==> config.mk <==
export PLATFORM = sky130hd
export DESIGN_NAME = nexi_uart_tx_arbiter
export DESIGN_NICKNAME = d
export VERILOG_FILES = /design/src/rtl/nexi_uart_tx_arbiter.sv
export SDC_FILE = /design/constraint.sdc
export NUM_CORES = 1
export LEC_CHECK = 0
export BUFFER_PORTS_ARGS = -buffer_cell sky130_fd_sc_hd__buf_2
export CAP_MARGIN = 20
export CORE_ASPECT_RATIO = 1.75
export CORE_MARGIN = 2
export CORE_UTILIZATION = 51
export CTS_CLUSTER_SIZE = 24
export DETAILED_ROUTE_END_ITERATION = 7
export GPL_ROUTABILITY_DRIVEN = 1
export HOLD_SLACK_MARGIN = 0.02
export PLACE_DENSITY = 0.8
export SLEW_MARGIN = 20
export SYNTH_ARGS = -nofsm -noshare
export SYNTH_HDL_FRONTEND = slang
export SYNTH_SLANG_ARGS = --single-unit
==> constraint.sdc <==
create_clock -name clk -period 2.27 [get_ports clk]
set_input_delay 0.681 -clock clk [delete_from_list [all_inputs] [get_ports clk]]
set_output_delay 0.681 -clock clk [all_outputs]
set_load 0.03 [all_outputs]
==> src/rtl/nexi_uart_tx_arbiter.sv <==
// Round-robin arbiter sharing one nexi_uart_tx between NUM_REQ requesters.
// Owns the command_send / done_ack handshake and returns per-requester done/err pulses.
module nexi_uart_tx_arbiter #(
  parameter int unsigned NUM_REQ     = 4,
  parameter int unsigned DATA_W      = 8,
  parameter int unsigned ACK_TIMEOUT = 255
) (
  input  logic                        clk,
  input  logic                        rst_n,
  input  logic [NUM_REQ-1:0]          req,
  input  logic [NUM_REQ*DATA_W-1:0]   req_data,
  output logic [NUM_REQ-1:0]          gnt,
  output logic [NUM_REQ-1:0]          done,
  output logic [NUM_REQ-1:0]          err,
  output logic                        busy,
  output logic                        tx_command_send,
  output logic [DATA_W-1:0]           tx_data,
  input  logic                        tx_done_ack
);

  localparam int unsigned PtrW = (NUM_REQ > 1) ? $clog2(NUM_REQ) : 1;
  localparam int unsigned CntW = $clog2(ACK_TIMEOUT + 1);

  localparam logic [1:0] StIdle     = 2'd0;
  localparam logic [1:0] StSend     = 2'd1;
  localparam logic [1:0] StWaitDone = 2'd2;
  localparam logic [1:0] StHoldoff  = 2'd3;

  logic [1:0]         state_q,   state_d;
  logic [PtrW-1:0]    rr_ptr_q,  rr_ptr_d;
  logic [PtrW-1:0]    cur_q,     cur_d;
  logic [DATA_W-1:0]  tx_data_q, tx_data_d;
  logic [CntW-1:0]    tout_q,    tout_d;
  logic [NUM_REQ-1:0] gnt_q,     gnt_d;
  logic [NUM_REQ-1:0] done_q,    done_d;
  logic [NUM_REQ-1:0] err_q,     err_d;
  logic               cmd_q,     cmd_d;

  logic               win_vld;
  logic [PtrW-1:0]    win_idx;
  logic [DATA_W-1:0]  win_data;
  int unsigned        cand;

  // First requester after the last-served index, wrapping modulo NUM_REQ.
  always_comb begin
    win_vld = 1'b0;
    win_idx = '0;
    cand    = 0;
    for (int unsigned k = 1; k <= NUM_REQ; k++) begin
      cand = (32'(rr_ptr_q) + k) % NUM_REQ;
      if (!win_vld && req[PtrW'(cand)]) begin
        win_vld = 1'b1;
        win_idx = PtrW'(cand);
      end
    end
  end

  always_comb begin
    win_data = '0;
    for (int unsigned i = 0; i < NUM_REQ; i++) begin
      if (PtrW'(i) == win_idx) begin
        win_data = req_data[i*DATA_W +: DATA_W];
      end
    end
  end

  always_comb begin
    state_d   = state_q;
    rr_ptr_d  = rr_ptr_q;
    cur_d     = cur_q;
    tx_data_d = tx_data_q;
    tout_d    = tout_q;
    gnt_d     = gnt_q;
    cmd_d     = cmd_q;
    done_d    = '0;
    err_d     = '0;
    unique case (state_q)
      StIdle: begin
        if (tx_done_ack && win_vld) begin
          cur_d          = win_idx;
          gnt_d          = '0;
          gnt_d[win_idx] = 1'b1;
          tx_data_d      = win_data;
          cmd_d          = 1'b1;
          tout_d         = '0;
          state_d        = StSend;
        end
      end
      StSend: begin
        if (!tx_done_ack) begin
          cmd_d   = 1'b0;
          state_d = StWaitDone;
        end else if (tout_q == CntW'(ACK_TIMEOUT - 1)) begin
          // TX never left idle: give up on this byte and report it.
          cmd_d        = 1'b0;
          gnt_d        = '0;
          err_d[cur_q] = 1'b1;
          rr_ptr_d     = cur_q;
          state_d      = StHoldoff;
        end else begin
          tout_d = tout_q + CntW'(1);
        end
      end
      StWaitDone: begin
        if (tx_done_ack) begin
          gnt_d         = '0;
          done_d[cur_q] = 1'b1;
          rr_ptr_d      = cur_q;
          state_d       = StHoldoff;
        end
      end
      StHoldoff: begin
        state_d = StIdle;
      end
      default: begin
        state_d = StIdle;
      end
    endcase
  end

  always_ff @(posedge clk or negedge rst_n) begin
    if (!rst_n) begin
      state_q   <= StIdle;
      rr_ptr_q  <= '0;
      cur_q     <= '0;
      tx_data_q <= '0;
      tout_q    <= '0;
      gnt_q     <= '0;
      done_q    <= '0;
      err_q     <= '0;
      cmd_q     <= 1'b0;
    end else begin
      state_q   <= state_d;
      rr_ptr_q  <= rr_ptr_d;
      cur_q     <= cur_d;
      tx_data_q <= tx_data_d;
      tout_q    <= tout_d;
      gnt_q     <= gnt_d;
      done_q    <= done_d;
      err_q     <= err_d;
      cmd_q     <= cmd_d;
    end
  end

  assign gnt             = gnt_q;
  assign done            = done_q;
  assign err             = err_q;
  assign busy            = (state_q != StIdle);
  assign tx_command_send = cmd_q;
  assign tx_data         = tx_data_q;

  a_gnt_onehot0: assert property (@(posedge clk) disable iff (!rst_n) $onehot0(gnt_q));
  a_resp_onehot0: assert property (@(posedge clk) disable iff (!rst_n) $onehot0({done_q, err_q}));
  a_cmd_in_send: assert property (@(posedge clk) disable iff (!rst_n)
                                  cmd_q |-> (state_q == StSend));

endmodule

Word-level counts from Yosys, hierarchy flattened

Cells that the tools add are included.

Magnitude comparators: 8
Reduce and logical (&&, ||, !) cells: 21
Equality and inequality tests: 13
Add/sub/neg operators: 5
Muxes and demuxes: 51

Operators with widths:

| cell                                                | count |
|---|---|
| 2-to-1 mux 8 bit                                    | 7 |
| 2-to-1 mux 4 bit                                    | 9 |
| 2-to-1 mux 2 bit                                    | 11 |
| < comparator 2 x 3 -> 1 bit, second input constant  | 6 |
| one-hot mux 8 bit (2 select lines)                  | 1 |
| 2-to-1 mux 1 bit                                    | 13 |
| one-hot mux 4 bit (3 select lines)                  | 1 |
| != test 2 bit, second input constant                | 5 |
| adder 8 x 1 -> 8 bit, second input constant         | 1 |
| binary-select mux 1 bit (select 2 bit)              | 4 |
| == test 8 bit, second input constant                | 1 |
| one-hot mux 2 bit (4 select lines)                  | 1 |
| AND reduction 4 bit                                 | 2 |
| logical AND 1 bit                                   | 6 |
| AND reduction 3 bit                                 | 2 |
| nonzero test 2 bit                                  | 3 |
| AND reduction 5 bit                                 | 1 |
| adder 2 x 1 -> 2 bit, second input constant         | 2 |
| adder 2 bit, second input constant                  | 2 |
| demux 1 bit (select 2 bit)                          | 2 |
| == test 2 bit, first input constant                 | 2 |
| == test 2 bit, second input constant                | 2 |
| >= comparator 2 x 1 -> 1 bit, second input constant | 2 |
| logical NOT 2 bit                                   | 2 |
| other kinds (8)                                     | 10 |

Flip-flop bits (word level): 35
Word-level logic and storage cells: 107
Bits of input ports: 39

Logic depth before layout (Yosys ltp)

Depth in word-level cells: 19
Depth in mapped cells: 8

Worst setup path after synthesis

No wires, ideal clock.

Path kind: register -> register
Start: register state_q[0]
End: register tx_data_q[0], in the netlist tx_data[0]
Library setup time: 0.087 ns
Arrival time: 1.923 ns
Path slack: 0.260 ns
Clock period less this slack: 2.010 ns
Data required time: 2.183 ns
Buffers on the path: 1
Stages on the path, launching flop included: 9
Cell sequence: dfrtp_1 > inv_1 > ha_1 > inv_1 > nor3_2 > buf_4 > nand3_1 > mux2_2 > o211ai_1

Longest elaborated chain between the ends: 2

RTL lines:

| item                                 | line | source |
|---|---|---|
| start, declared                      | 29   | `logic [1:0] state_q, state_d;` |
| start signal, assigned               | 123  | `state_q <= StIdle;` |
| start signal, assigned               | 133  | `state_q <= state_d;` |
| logical NOT 2 bit                    | 77   | `unique case (state_q)` |
| AND reduction 2 bit (no source line) | -    |  |
| end signal, assigned                 | 136  | `tx_data_q <= tx_data_d;` |
| end, declared                        | 32   | `logic [DATA_W-1:0] tx_data_q, tx_data_d;` |

Every way passes these cells.
A chain may end at the register's enable or synchronous reset.

Worst setup path in the final report

Start: register state_q[0]
End: output port busy

Longest elaborated chain between the ends: 1

RTL lines:

| item               | line | source |
|---|---|---|
| nonzero test 2 bit | 148  | `assign busy = (state_q != StIdle);` |
| end, declared      | 15   | `output logic busy,` |

Every way passes these cells.

==> results.tsv <==
metric	value	unit
synth_nets	244	
dp_hpwl	3.30	mm
tightest_slew	0.757	ns
status	finished clean	
clkTransAtPathRegs	0.07	ns
drtIter0Drc	43	
cap_viol_max_count	0	
r2r-start	state_q[0]	
fmax	0.480	GHz
cts_sinks	35	
synthDistinctLibCells	38	
clockRootBuffer	clkbuf_8	
start_kind	flip-flop	
finalCritPeriodShare	0.918	
cp_max_fo	4	
syn2layout_area_growth	28.1	%
worstPathRequired	1.59	ns
grt_pass1_vias	1755	
die_y	85.7	um
cts.path.max_buffers	2	
clock_latency	0.29	ns
async_flop_share	1.00	
startpoint	state_q[0]	
crit_path_end_kind	output pin	
endpoint	busy	
cpMostUsedCell	inv_1	
yosys-top-cells-area	dfrtp_1, mux2_2, nand3_1, nand2_1, mux2i_1	
grt_usage	0.224	
synth_edf_count	0	
hold_viol_final	0	
via_count	1744	
synth_seq_cells	35	
fp.dieW	50.7	um
wl_per_cell	13.2	um
max_slew_margin	0.495	
grt_pass1_wl	7.38	mm
grt_antenna_before_repair	0	
reg2reg_depth	9	
rows	29	
power	2.87	mW
design.core.area	3630	um2
fin_nets	317	
diodes	0	
yosys.area.top_type	dfrtp_1	
portBuffers	60	
worstSetupPathType	flip-flop to output pin	
worst_path_max_delay_cell	dfrtp_1	
grt_max_degree	36	
synth_seq_area_share	0.450	
cp.arrival	1.40	ns
ant_nets	0	
synth_flop_cell	dfrtp_1	
gp_congestion	0.832	
avgSynthCellArea	9.73	um2
syn_area	1950	um2
synth_commonest_cells	dfrtp_1, nand2_1, nand3_1, mux2_2, nor2_1	
pin_count	61	
rsz0062_at_grt	no	
layout-drive-gt1-share	0.376	
final.setup_skew	0.00428	ns
ir_drop	846	uV
fin_setup_tns	0	ns
powerDensity	1150	nW/um2
cpLargestDelayFamily	buffers and inverters	
slowest_delay	0.40	ns
rr_endpoint	tx_data[1]	
htreeDepth	2	
r2r_slack	0.24	ns
whs	0.461	ns
dieArea	4350	um2
firstDrtPassIters	4	
critPathBufInv	4	
period_needed	2.08	ns
crit_cells	5	
overflow	0	
via_per_inst	5.45	
p_leak	1.23	nW
yosysMostFrequentCell	dfrtp_1	
initial_utilization	0.537	
hold_class	primary input to asynchronous set/reset pin	
cts_tree	yes	
slew_viol_final	0	
drc	0	
setup-violations-final	0	
numCtsBuffers	5	
worstPathCellList	inv_1 > ha_1 > inv_1 > buf_4 > buf_2	
synth_top_area_frac	0.450	
fill_cells	302	
synthCells	200	
yosysWarnings	0	
drt_wl_total	4.22	mm
==> state kept, by name, indices dropped and copies added, names as in the netlist <==
name	cells
tout_q	8
tx_command_send	1
cur_q	2
err	4
tx_data	8
done	4
state_q	2
rr_ptr_q	2
gnt	4
==> placed cells by master (no fill, tap or decap), types with 5 or more instances in the layout <==
master    Yosys  routed
ha_1          5       5
mux2_2       15      15
nand2_1      25      25
xor2_1        5       5
o211ai_1      8       8
nand2b_1      5       5
clkbuf_8      0       5
mux2i_1       9       9
nand3_1      20      20
o21ai_0       9       9
buf_4         2      15
buf_2         3      60
dfrtp_1      35      35
inv_1         8       8
nor2_1       14      14
==> power breakdown <==
part	switching, mW	leakage (nW)	internal [mW]
registers	0.149	0.458	0.802
clock network	0.229	0.0581	0.327
logic	0.797	0.717	0.568
total	1.18	1.23	1.70
==> routing by layer <==
metal / wire (um) / share of wire / GRT usage / vias to the layer above
met3: 221 / 0.052 / 0.0557 / 10
met4: 96 / 0.023 / 0.103 / 0
met2: 2370 / 0.56 / 0.417 / 60
met5: 0 / 0 / 0 / -
met1: 1530 / 0.36 / 0.226 / 823
li1: - / - / - / 851
==> through the flow <==
stage               instances  cell area (um2)  worst slack (ns)  utilization
CTS                       318             2480             0.155        0.683
detailed placement        310             2360            -0.276        0.651
global route              320             2490            0.0681        0.688
floorplan                 200             1950             0.260            -
finish                    320             2490             0.187        0.688
global placement          310             2360            -0.251        0.651
==> logic make-up after synthesis <==
| group | count (synthesis) | synth area share |
|---|---|---|
| AO/OA/AOI/OAI | 28 | 0.0958 |
| XOR/XNOR | 5 | 0.0225 |
| adder cells (fa/ha/maj) | 5 | 0.0321 |
| buffers and inverters | 17 | 0.0386 |
| flip-flops | 35 | 0.450 |
| multiplexers | 24 | 0.133 |
| AND/OR/NAND/NOR | 86 | 0.228 |
==> what timing repair did <==
action / 4_1_cts / 5_1_grt
setup buffers: 0 / 2
setup endpoints to repair: 8 / 1
hold buffers: 0 / 0
endpoints found under the hold margin: 0 / 0
resized for setup: 1 / 0
pin swaps: 0 / 1
==> area by class of cell <==
class                      count  area [um2]  area share
timing repair buffer          75         413       0.165
sequential                    35         876       0.351
multi-input combinational    148        1010       0.403
inverter                       8        30.0      0.0120
clock buffer                   5        68.8      0.0276
clock inverter                 3        43.8      0.0176
tap                           46        57.6      0.0231
==> worst min path at each step <==
stage	start	to	slack (ns)	depth (start not counted)
after floorplan	rst_n	cur_q[0]	0.39	0
after global placement	tx_data[7]	tx_data[7]	0.48	2
after detailed placement	gnt[0]	gnt[0]	0.49	1
after CTS	rst_n	tx_data[3]	0.48	1
after global routing	gnt[0]	gnt[0]	0.52	1
final	rst_n	tout_q[5]	0.46	1
No activity file was read; power rests on OpenSTA's default activity.
